`src/rtl/qam_symbol_scheduler_pkg.sv`:
```
// Shared types and constants for the QAM symbol scheduler and the status
// view exported to the register read path.
package qam_symbol_scheduler_pkg;

  localparam int QAM_SYMBOL_W   = 4;
  localparam int STATUS_LEVEL_W = 8;

  localparam logic [QAM_SYMBOL_W-1:0] PREAMBLE_A_DEF = 4'h0;
  localparam logic [QAM_SYMBOL_W-1:0] PREAMBLE_B_DEF = 4'hF;

  typedef enum logic [1:0] {
    IDLE     = 2'd0,
    PREAMBLE = 2'd1,
    PAYLOAD  = 2'd2,
    GUARD    = 2'd3
  } sched_state_t;

  typedef struct packed {
    sched_state_t                state;
    logic [STATUS_LEVEL_W-1:0]   level;
    logic [15:0]                 underrun_count;
    logic [15:0]                 overflow_count;
    logic [15:0]                 burst_count;
  } sched_status_t;

  // Statistics counters stick at all-ones instead of wrapping.
  function automatic logic [15:0] sat_inc16(input logic [15:0] value);
    if (value == 16'hFFFF) begin
      return value;
    end else begin
      return value + 16'd1;
    end
  endfunction

  function automatic sched_status_t pack_status(
    input sched_state_t              state,
    input logic [STATUS_LEVEL_W-1:0] level,
    input logic [15:0]               underrun_count,
    input logic [15:0]               overflow_count,
    input logic [15:0]               burst_count
  );
    sched_status_t status;
    status.state          = state;
    status.level          = level;
    status.underrun_count = underrun_count;
    status.overflow_count = overflow_count;
    status.burst_count    = burst_count;
    return status;
  endfunction

endpackage

```
`src/rtl/qam_symbol_scheduler_symbol_fifo.sv`:
```
// Single-clock FIFO buffering QAM symbols; a push into a full FIFO is accepted
// only when a pop happens in the same cycle.
module symbol_fifo
  import qam_symbol_scheduler_pkg::*;
#(
  parameter  int WIDTH = QAM_SYMBOL_W,
  parameter  int DEPTH = 16,
  localparam int AW    = $clog2(DEPTH),
  localparam int LW    = AW + 1
) (
  input  logic             clk,
  input  logic             rst_n,
  input  logic             push,
  input  logic [WIDTH-1:0] push_data,
  input  logic             pop,
  output logic [WIDTH-1:0] head,
  output logic             full,
  output logic             empty,
  output logic [LW-1:0]    level
);

  logic [WIDTH-1:0] mem_r [DEPTH];
  logic [AW-1:0]    wr_ptr_r;
  logic [AW-1:0]    rd_ptr_r;
  logic [LW-1:0]    count_r;
  logic             pop_ok_s;
  logic             push_ok_s;

  assign full      = (count_r == LW'(DEPTH));
  assign empty     = (count_r == {LW{1'b0}});
  assign pop_ok_s  = pop && !empty;
  assign push_ok_s = push && (!full || pop_ok_s);
  assign head      = mem_r[rd_ptr_r];
  assign level     = count_r;

  // Storage array; contents need no reset because the count qualifies them.
  always_ff @(posedge clk) begin
    if (push_ok_s) begin
      mem_r[wr_ptr_r] <= push_data;
    end
  end

  // Pointers and occupancy; depth is a power of two so pointers wrap naturally.
  always_ff @(posedge clk or negedge rst_n) begin
    if (!rst_n) begin
      wr_ptr_r <= {AW{1'b0}};
      rd_ptr_r <= {AW{1'b0}};
      count_r  <= {LW{1'b0}};
    end else begin
      if (push_ok_s) begin
        wr_ptr_r <= wr_ptr_r + AW'(1);
      end else begin
        wr_ptr_r <= wr_ptr_r;
      end
      if (pop_ok_s) begin
        rd_ptr_r <= rd_ptr_r + AW'(1);
      end else begin
        rd_ptr_r <= rd_ptr_r;
      end
      case ({push_ok_s, pop_ok_s})
        2'b10:   count_r <= count_r + LW'(1);
        2'b01:   count_r <= count_r - LW'(1);
        default: count_r <= count_r;
      endcase
    end
  end

endmodule

```
`src/rtl/qam_symbol_scheduler.sv`:
```
// Buffers Streamer symbols and releases them to QAM in preamble/payload/guard
// bursts at a programmable symbol rate. Statistics counters need SCHED_STATS_EN.
module qam_symbol_scheduler
  import qam_symbol_scheduler_pkg::*;
#(
  parameter  int                      FIFO_DEPTH      = 16,
  parameter  int                      START_THRESHOLD = 8,
  parameter  int                      GUARD_TICKS     = 4,
  parameter  logic [QAM_SYMBOL_W-1:0] PREAMBLE_A      = PREAMBLE_A_DEF,
  parameter  logic [QAM_SYMBOL_W-1:0] PREAMBLE_B      = PREAMBLE_B_DEF,
  localparam int                      LVL_W           = $clog2(FIFO_DEPTH) + 1
) (
  input  logic                    ipClk,
  input  logic                    ipReset,
  input  logic                    ipEnable,
  input  logic [15:0]             ipSymbolPeriod,
  input  logic [7:0]              ipPreambleLen,
  input  logic [QAM_SYMBOL_W-1:0] ipQAMBlock,
  input  logic                    ipQAMBlockValid,
  output logic [QAM_SYMBOL_W-1:0] opQAMBlock,
  output logic                    opQAMBlockValid,
  output logic [1:0]              opState,
  output logic [LVL_W-1:0]        opFIFOLevel,
  output logic [15:0]             opUnderrunCount,
  output logic [15:0]             opOverflowCount,
  output logic [15:0]             opBurstCount
);

  localparam int          GUARD_N    = (GUARD_TICKS < 1) ? 1 : GUARD_TICKS;
  localparam logic [15:0] GUARD_LAST = 16'(GUARD_N - 1);

  sched_state_t            state_r;
  sched_state_t            state_next_s;
  logic [15:0]             period_r;
  logic [15:0]             tick_cnt_r;
  logic [7:0]              pre_len_r;
  logic [7:0]              pre_idx_r;
  logic [15:0]             guard_cnt_r;
  logic [QAM_SYMBOL_W-1:0] out_sym_r;
  logic                    out_valid_r;

  logic                    tick_s;
  logic                    ready_s;
  logic                    start_s;
  logic                    emit_s;
  logic [QAM_SYMBOL_W-1:0] emit_sym_s;
  logic                    pop_s;

  logic [QAM_SYMBOL_W-1:0] fifo_head_s;
  logic                    fifo_full_s;
  logic                    fifo_empty_s;
  logic [LVL_W-1:0]        fifo_level_s;

  symbol_fifo #(
    .WIDTH (QAM_SYMBOL_W),
    .DEPTH (FIFO_DEPTH)
  ) u_fifo (
    .clk       (ipClk),
    .rst_n     (ipReset),
    .push      (ipQAMBlockValid),
    .push_data (ipQAMBlock),
    .pop       (pop_s),
    .head      (fifo_head_s),
    .full      (fifo_full_s),
    .empty     (fifo_empty_s),
    .level     (fifo_level_s)
  );

  // A full FIFO always meets the threshold, whatever the depth/threshold pair.
  assign ready_s = fifo_full_s || (fifo_level_s >= LVL_W'(START_THRESHOLD));
  assign tick_s  = (state_r != IDLE) && (tick_cnt_r == (period_r - 16'd1));

  // Burst state register.
  always_ff @(posedge ipClk or negedge ipReset) begin
    if (!ipReset) begin
      state_r <= IDLE;
    end else begin
      state_r <= state_next_s;
    end
  end

  // Next-state and per-tick emit/pop decisions.
  always_comb begin
    state_next_s = state_r;
    start_s      = 1'b0;
    emit_s       = 1'b0;
    emit_sym_s   = {QAM_SYMBOL_W{1'b0}};
    pop_s        = 1'b0;
    case (state_r)
      IDLE: begin
        if (ipEnable && ready_s) begin
          start_s = 1'b1;
          if (ipPreambleLen != 8'd0) begin
            state_next_s = PREAMBLE;
          end else begin
            state_next_s = PAYLOAD;
          end
        end else begin
          state_next_s = IDLE;
        end
      end
      PREAMBLE: begin
        if (!tick_s) begin
          state_next_s = PREAMBLE;
        end else if (!ipEnable) begin
          state_next_s = GUARD;
        end else begin
          emit_s     = 1'b1;
          emit_sym_s = pre_idx_r[0] ? PREAMBLE_B : PREAMBLE_A;
          if (pre_idx_r == (pre_len_r - 8'd1)) begin
            state_next_s = PAYLOAD;
          end else begin
            state_next_s = PREAMBLE;
          end
        end
      end
      PAYLOAD: begin
        if (!tick_s) begin
          state_next_s = PAYLOAD;
        end else if (!ipEnable || fifo_empty_s) begin
          state_next_s = GUARD;
        end else begin
          pop_s      = 1'b1;
          emit_s     = 1'b1;
          emit_sym_s = fifo_head_s;
        end
      end
      GUARD: begin
        if (tick_s && (guard_cnt_r == GUARD_LAST)) begin
          state_next_s = IDLE;
        end else begin
          state_next_s = GUARD;
        end
      end
      default: begin
        state_next_s = IDLE;
      end
    endcase
  end

  // Burst parameters latched at start, symbol-rate divider and burst indices.
  always_ff @(posedge ipClk or negedge ipReset) begin
    if (!ipReset) begin
      period_r    <= 16'd1;
      pre_len_r   <= 8'd0;
      tick_cnt_r  <= 16'd0;
      pre_idx_r   <= 8'd0;
      guard_cnt_r <= 16'd0;
    end else begin
      if (start_s) begin
        period_r  <= (ipSymbolPeriod == 16'd0) ? 16'd1 : ipSymbolPeriod;
        pre_len_r <= ipPreambleLen;
      end else begin
        period_r  <= period_r;
        pre_len_r <= pre_len_r;
      end
      if ((state_r == IDLE) || tick_s) begin
        tick_cnt_r <= 16'd0;
      end else begin
        tick_cnt_r <= tick_cnt_r + 16'd1;
      end
      if (start_s) begin
        pre_idx_r <= 8'd0;
      end else if (emit_s && (state_r == PREAMBLE)) begin
        pre_idx_r <= pre_idx_r + 8'd1;
      end else begin
        pre_idx_r <= pre_idx_r;
      end
      if (state_r != GUARD) begin
        guard_cnt_r <= 16'd0;
      end else if (tick_s) begin
        guard_cnt_r <= guard_cnt_r + 16'd1;
      end else begin
        guard_cnt_r <= guard_cnt_r;
      end
    end
  end

  // Registered symbol output; the symbol holds between strobes.
  always_ff @(posedge ipClk or negedge ipReset) begin
    if (!ipReset) begin
      out_valid_r <= 1'b0;
      out_sym_r   <= {QAM_SYMBOL_W{1'b0}};
    end else begin
      out_valid_r <= emit_s;
      if (emit_s) begin
        out_sym_r <= emit_sym_s;
      end else begin
        out_sym_r <= out_sym_r;
      end
    end
  end

  assign opQAMBlock      = out_sym_r;
  assign opQAMBlockValid = out_valid_r;
  assign opState         = state_r;
  assign opFIFOLevel     = fifo_level_s;

`ifdef SCHED_STATS_EN
  logic [15:0] underrun_cnt_r;
  logic [15:0] overflow_cnt_r;
  logic [15:0] burst_cnt_r;
  logic        drop_s;
  logic        underrun_s;
  logic        burst_done_s;

  assign drop_s       = ipQAMBlockValid && fifo_full_s && !pop_s;
  assign underrun_s   = (state_r == PAYLOAD) && tick_s && ipEnable && fifo_empty_s;
  assign burst_done_s = (state_r == GUARD) && (state_next_s == IDLE);

  // Underrun/overflow saturate; the burst count wraps.
  always_ff @(posedge ipClk or negedge ipReset) begin
    if (!ipReset) begin
      underrun_cnt_r <= 16'd0;
      overflow_cnt_r <= 16'd0;
      burst_cnt_r    <= 16'd0;
    end else begin
      underrun_cnt_r <= underrun_s ? sat_inc16(underrun_cnt_r) : underrun_cnt_r;
      overflow_cnt_r <= drop_s ? sat_inc16(overflow_cnt_r) : overflow_cnt_r;
      burst_cnt_r    <= burst_done_s ? (burst_cnt_r + 16'd1) : burst_cnt_r;
    end
  end

  assign opUnderrunCount = underrun_cnt_r;
  assign opOverflowCount = overflow_cnt_r;
  assign opBurstCount    = burst_cnt_r;
`else
  assign opUnderrunCount = 16'd0;
  assign opOverflowCount = 16'd0;
  assign opBurstCount    = 16'd0;
`endif

endmodule
```
`config.mk`:
```
export PLATFORM = sky130hd
export DESIGN_NAME = qam_symbol_scheduler
export DESIGN_NICKNAME = d
export VERILOG_FILES = /design/src/rtl/qam_symbol_scheduler_pkg.sv /design/src/rtl/qam_symbol_scheduler_symbol_fifo.sv /design/src/rtl/qam_symbol_scheduler.sv
export SDC_FILE = /design/constraint.sdc
export NUM_CORES = 1
export LEC_CHECK = 0
export CORE_MARGIN = 5
export CORE_UTILIZATION = 55
export DETAILED_ROUTE_END_ITERATION = 6
export MAX_ROUTING_LAYER = met4
export PLACE_DENSITY = 0.84
export SLEW_MARGIN = 30
export SYNTH_ARGS = -nofsm -noshare
export SYNTH_HDL_FRONTEND = slang
export SYNTH_HIERARCHICAL = 1
export SYNTH_SLANG_ARGS = --single-unit
```
`constraint.sdc`:
```
create_clock -name ipClk -period 5 [get_ports ipClk]
set_input_delay 1.25 -clock ipClk [delete_from_list [all_inputs] [get_ports ipClk]]
set_output_delay 1.25 -clock ipClk [all_outputs]
set_load 0.005 [all_outputs]
```
; ---- After elaboration in Yosys (flattened, before gate mapping)
; Memories as Yosys holds them, arrays and structs flattened.
; Index checks and enable logic that the tools add are counted.
[totals]
register_bits = 84
ramBits = 64
in_bits = 32
out_inout_bits = 60
memories = 1
[op_classes]
add_sub_neg = 9
magnitude_cmp = 1
eq_ne = 11
muxes = 32
reduce_logical = 21
[memory_table]
columns = memory, words, word_bits, rd, rd_ports_with_merged_regs, wr, line_no
row1 = u_fifo.mem_r, 16, 4, 1, 0, 1, qam_symbol_scheduler_symbol_fifo.sv:22  ; logic [WIDTH-1:0] mem_r [DEPTH];
[ops]
columns = op, count
row1 = 2-to-1 mux 16 bit, 4
row2 = "adder 16 x 1 -> 16 bit, second input constant", 2
row3 = 2-to-1 mux 4 bit, 5
row4 = equality test 16 bit, 1
row5 = "equality test 16 x 2 -> 1 bit, second input constant", 1
row6 = zero test 16 bit, 1
row7 = 2-to-1 mux 2 bit, 8
row8 = 2-to-1 mux 8 bit, 2
row9 = "subtractor 16 x 1 -> 16 bit, second input constant", 1
row10 = one-hot mux 5 bit (2 select lines), 1
row11 = 2-to-1 mux 1 bit, 9
row12 = "adder 4 x 1 -> 4 bit, second input constant", 2
row13 = "adder 8 x 1 -> 8 bit, second input constant", 1
row14 = equality test 8 bit, 1
row15 = one-hot mux 2 bit (4 select lines), 1
row16 = one-hot mux 4 bit (2 select lines), 1
row17 = nonzero test 2 bit, 4
row18 = nonzero test 8 bit, 1
row19 = "subtractor 8 x 1 -> 8 bit, second input constant", 1
row20 = "equality test 2 bit, second input constant", 3
row21 = logical AND 1 bit, 6
row22 = "adder 5 x 1 -> 5 bit, second input constant", 1
row23 = "equality test 5 bit, second input constant", 1
row24 = "greater-or-equal comparator 5 x 4 -> 1 bit, second input constant", 1
row25 = other kinds (9), 15

; ---- Longest topological paths before layout
[depth]
ltp_word = 10
depth_mapped = 18
mapped_depth_nobuf = 16

; ---- Hierarchy
; Netlist, hierarchy kept.
[by_module_without_submodules]
columns = module, n_inst, cells_each, area_per_inst_um2, seq_area_each_um2
row1 = qam_symbol_scheduler, 1, 467, 4598.2, 1778.0
row2 = symbol_fifo, 1, 202, 3392.0, 2247.2

; ---- Worst setup path after synthesis
; No wires, ideal clock.
[synth_path]
kind = reg-to-reg
startpoint = reg period_r[1]
endpoint = reg u_fifo.count_r[4] (netlist: u_fifo/level[4])
t_arrival_ps = 3938
required_ps = 4913
setup_slack_ps = 975
stages_incl_launch_ff = 18
period_less_slack_ps = 4025
cell_sequence = dfrtp_1 -> inv_1 -> ha_1 -> or3b_1 -> nor4_1 -> o211ai_1 -> a211o_1 -> and4b_1 -> buf_4 -> and3_1 -> clkbuf_1 -> o21ai_2 -> or2_2 -> fa_1 -> nand2b_1 -> a211o_1 -> o31a_1 -> o211ai_1
[synth_between]
elab_chain_len = 10
[synth_rtl]
columns = element, line_no
row1 = from (decl), qam_symbol_scheduler.sv:34  ; logic [15:0] period_r;
row2 = from (signal assigned), qam_symbol_scheduler.sv:151  ; period_r <= (ipSymbolPeriod == 16'd0) ? 16'd1 : ipSymbolPeriod;
row3 = from (signal assigned), qam_symbol_scheduler.sv:154  ; period_r <= period_r;
row4 = subtractor 16 x 1 -> 16 bit *, qam_symbol_scheduler.sv:71  ; assign tick_s = (state_r != IDLE) && (tick_cnt_r == (period_r - 16'd1));
row5 = equality test 16 bit *, qam_symbol_scheduler.sv:71
row6 = logical AND 1 bit *, qam_symbol_scheduler.sv:71
row7 = 2-to-1 mux 1 bit *, qam_symbol_scheduler.sv:118  ; if (!tick_s) begin
row8 = 2-to-1 mux 1 bit *, qam_symbol_scheduler.sv:89  ; case (state_r)
row9 = net pop_s, qam_symbol_scheduler.sv:47  ; logic pop_s;
row10 = logical AND 1 bit *, qam_symbol_scheduler_symbol_fifo.sv:31  ; assign pop_ok_s = pop && !empty;
row11 = logical OR 1 bit, qam_symbol_scheduler_symbol_fifo.sv:32  ; assign push_ok_s = push && (!full || pop_ok_s);
row12 = logical AND 1 bit, qam_symbol_scheduler_symbol_fifo.sv:32
row13 = equality test 2 x 1 -> 1 bit / equality test 2 bit (equally long branches), qam_symbol_scheduler_symbol_fifo.sv:60  ; case ({push_ok_s, pop_ok_s})
row14 = one-hot mux 5 bit (2 select lines) / nonzero test 2 bit (equally long branches), --
row15 = to (signal assigned), qam_symbol_scheduler_symbol_fifo.sv:61  ; 2'b10: count_r <= count_r + LW'(1);
row16 = to (signal assigned), qam_symbol_scheduler_symbol_fifo.sv:62  ; 2'b01: count_r <= count_r - LW'(1);
row17 = to (signal assigned), qam_symbol_scheduler_symbol_fifo.sv:63  ; default: count_r <= count_r;
row18 = to (decl), qam_symbol_scheduler_symbol_fifo.sv:25  ; logic [LW-1:0] count_r;
; The timed path passes the listed nets; every way through them passes the cells marked *.
; A chain may end at the register's enable or synchronous reset.

; ---- Worst setup path in the final report
; Same ends and word-level chain as after synthesis.

==> Implementation_results.wiki <==
{| class="wikitable"
! Metric !! Value
|-
| Average wire length per cell after detail routing || between 15 and 20 µm
|-
| Post-detail-place hpwl || around 12 mm
|-
| Met3 Track Usage GR || 0.0431
|-
| Cell mode on critical path || o211ai_1
|-
| Number of global-route vias before repair || ~5400
|-
| Hold Violations, Final || 0
|-
| Global routing usage on met2 || 0.334
|-
| GRT Resource Usage Total || 0.208
|-
| Maximum cell stage delay along the critical path || 0.62 ns
|-
| Ordered list of cells on the worst path || inv_1 -> ha_1 -> nor3b_1 -> nand4_1 -> xnor2_1 -> nor4_1 -> and4b_1 -> and3_1 -> buf_4 -> o21ai_2 -> or2_2 -> fa_1 -> nand2b_1 -> a211o_1 -> o211ai_1 -> o211ai_1
|-
| Most common flop cell mapped by yosys || dfrtp_1
|-
| Multi-input gate area || 3600 µm²
|-
| Sum of negative setup slack || 0 ns
|-
| Clock skew || 0.0127 ns
|-
| Pin slew with the least headroom to its limit || 0.818 ns
|-
| Post-synthesis register bit count || 148
|-
| Status || complete, no violations
|-
| Full die area || between 15000 and 20000 µm²
|-
| Critical Setup Path Class || reg -> reg
|-
| Total setup violations reported at the end of the flow || 0
|-
| DRC violations left || 0
|-
| Type of the tightest min-delay check || reg -> reg
|-
| Filler Cell Count || 1031
|-
| Layout overhead on the synthesized area || 12.1%
|-
| Initial antenna violation count || 0
|-
| Largest net degree at the start of global routing || 85
|-
| Gate count after technology mapping || 669
|-
| Clock Latency Late Sink || roughly 0.43 ns
|-
| Leakage dissipation || 3.52 nW
|-
| Area share of the largest cell type after synthesis || 0.260
|-
| TritonRoute pass-1 iters || 6
|-
| Count of flip-flops with a built-in enable after synthesis || 64
|-
| Starting Density || 0.556
|-
| Final clock period utilization by the worst path || 0.906
|-
| Number of top-level pins || 92
|-
| Time the worst path needs with I/O delays and setup || 4.53 ns
|-
| Highest ir drop seen on vdd || around 0.00027 V
|-
| Crit path capture type || register
|-
| Busiest metal layer after global routing || met2
|-
| Quantity of gates resized following cts || 0
|-
| Mapped cell area || between 7000 and 8000 µm²
|-
| Root Buffer || clkbuf_16
|-
| Number of different library cells in the post-synthesis netlist || 72
|-
| Post-detailed-route count of antenna-violating nets || 0
|-
| Number of slew-limit violations in the final report || 0
|-
| Power Dens Cells || about 450 nW/µm²
|-
| Total wire length || 16.5 mm
|-
| FFs w/ async S/R, synth || 0.568
|-
| Total number of clock tree sinks || 148
|-
| Footprint of the flip-flops and latches || 4030 µm²
|-
| Number of rows created at floorplan || between 40 and 50
|-
| Worst-path maximum fanout || 10
|-
| Placeable Area || 14400 µm²
|-
| Number of max-capacitance violations reported || 0
|-
| Number of buffers added by the clock tree synthesis step || 17
|-
| Routing usage on met1 || 0.261
|-
| Fraction of layout cells with a size suffix above 1 || 0.127
|-
| Kind of start point of the critical path || register
|-
| Cell with the most instances after synthesis || dfrtp_1
|-
| PortBufs || 43
|-
| Maximum buffer depth of the clock tree || 2
|-
| Most instantiated cells after synthesis || dfrtp_1, edfxtp_1, buf_4, xnor2_1, nor2_1
|-
| Average cell area after synthesis || approximately 12 µm²
|-
| Worst EP required || 5.29 ns
|-
| Global-route wire length before repair || 26.7 mm
|-
| Library cell occupying the most area in the post-synthesis netlist || dfrtp_1
|-
| Vertical die dimension || ~130 µm
|-
| H-tree level count || 4
|-
| Register area share after synthesis || 0.504
|-
| Worst-case headroom to the max-slew limit || 0.453
|-
| Master of the slowest instance on the critical path || nor3b_1
|-
| Cells taking the most area after synthesis || dfrtp_1, edfxtp_1, buf_4
|-
| Width of the die || 131 µm
|-
| RePlAce Congestion || roughly 0.88
|-
| YS warnings || 6
|-
| Clock tree from TritonCTS || done
|-
| Number of buffers inserted by hold repair at cts || 0
|-
| Max Clk Rate || 221 MHz
|-
| Worst endpoint data arrival time || 4.82 ns
|-
| Remaining global-route overflow || 0
|-
| Utilization after layout || 0.623
|-
| Setup repair after global routing missed its margin || no
|-
| Clock transition time at the flip-flop clock pins of the worst setup and hold paths || approximately 0.06 ns
|-
| Layout Nets || between 700 and 800
|-
| Post-CTS Setup Bufs || 0
|-
| Average via count per standard cell || 5.86
|-
| Count of inserted antenna diode cells || 0
|-
| Vias || between 5000 and 6000
|-
| DRT iter0 DRCs || 406
|}
[worst paths after layout]
check | startpoint | to | slack, ns | cells past startpoint
worst max-delay path | period_r[1] | u_fifo/level[4] | 0.47 | 16
worst min-delay path | pre_idx_r[7] | pre_idx_r[7] | 0.50 | 1
worst max register to register | period_r[1] | u_fifo/level[4] | 0.47 | 16
worst min register to register | pre_idx_r[7] | pre_idx_r[7] | 0.50 | 1
max in group asynchronous | ipReset | u_fifo/rd_ptr_r[0] | 3.56 | 1
min in group asynchronous | ipReset | pre_len_r[3] | 0.88 | 1
[final cells by class]
type                            instances  share of cell area
Clock buffer                           19              0.0483
Clock inverter                         13              0.0169
Inverter                               18             0.00755
Multi-Input combinational cell        476               0.402
Sequential cell                       148               0.450
Tap cell                              184              0.0257
Timing Repair Buffer                   45              0.0499
[cells by family (layout without fill, tap and decap cells)]
family          after synthesis  after routing  share of synthesized area
compound gates               75             75                     0.0706
xor+xnor                     65             65                     0.0712
fa+ha+maj                    19             19                     0.0304
buf+inv                      92             95                     0.0700
flops                       148            148                      0.504
mux                          51             51                     0.0930
other cells                   1             48                   0.000469
simple gates                218            218                      0.161
[sequential cells by signal, indices dropped and copies added, names as in the netlist]
register	count
guard_cnt_r	16
opQAMBlock	4
opQAMBlockValid	1
opState	2
period_r	16
pre_idx_r	8
pre_len_r	8
tick_cnt_r	16
u_fifo/level	5
u_fifo/mem_r	64
u_fifo/rd_ptr_r	4
u_fifo/wr_ptr_r	4
[critical path, delay by kind of cell, from the launching register on]
family | cells | cell delay [ns]
adders and majority gates | 2 | 0.65
DFF | 1 | 0.42
and+or+nand+nor | 7 | 2.27
buffers and inverters | 2 | 0.26
xor gates and xnor gates | 1 | 0.20
AOI/OAI and AO/OA | 4 | 0.59
[metrics by stage]
stage	setup WS, ns	total power [mW]	instances	hold slack [ns]	area [µm²]
2_1_floorplan	0.975	2.48	716	0.465	8170
3_3_place_gp	0.831	2.68	871	0.489	8360
6_report	0.472	4.03	903	0.502	8950
5_1_grt	0.137	4.23	903	0.521	8950
3_5_place_dp	0.569	2.77	871	0.494	8370
4_1_cts	0.541	4.04	903	0.503	8950
[metal layers]
metal  vias to the layer above  routed length [µm]
met5                         -                   0
met4                         0                 325
met3                        33                1000
met2                       188                8290
met1                      2637                6930
li1                       2432                   -
[power by group]
part | switching (mW) | internal [mW] | leakage, nW
sequential | 0.257 | 1.47 | 1.68
combinational | 0.522 | 0.515 | 1.56
clock | 0.516 | 0.744 | 0.277
total | 1.29 | 2.73 | 3.52
[layout by cell type, fill, tap and decap left out, drive strengths merged, types with 9 or more instances in the layout]
cell	synthesis	routed
dfrtp	83	83
edfxtp	64	64
conb	1	48
clkdlybuf4s50	0	42
xnor2	41	41
nor2	32	32
nand2	31	31
nand3	27	27
mux2	26	26
xor2	24	24
inv	18	23
and3	19	19
and2	19	19
clkbuf	12	19
ha	17	17
nor4	17	17
nand2b	16	16
mux4	16	16
nand4	13	13
nor3	10	10
mux2i	9	9
(Power assumes the default switching activity.)
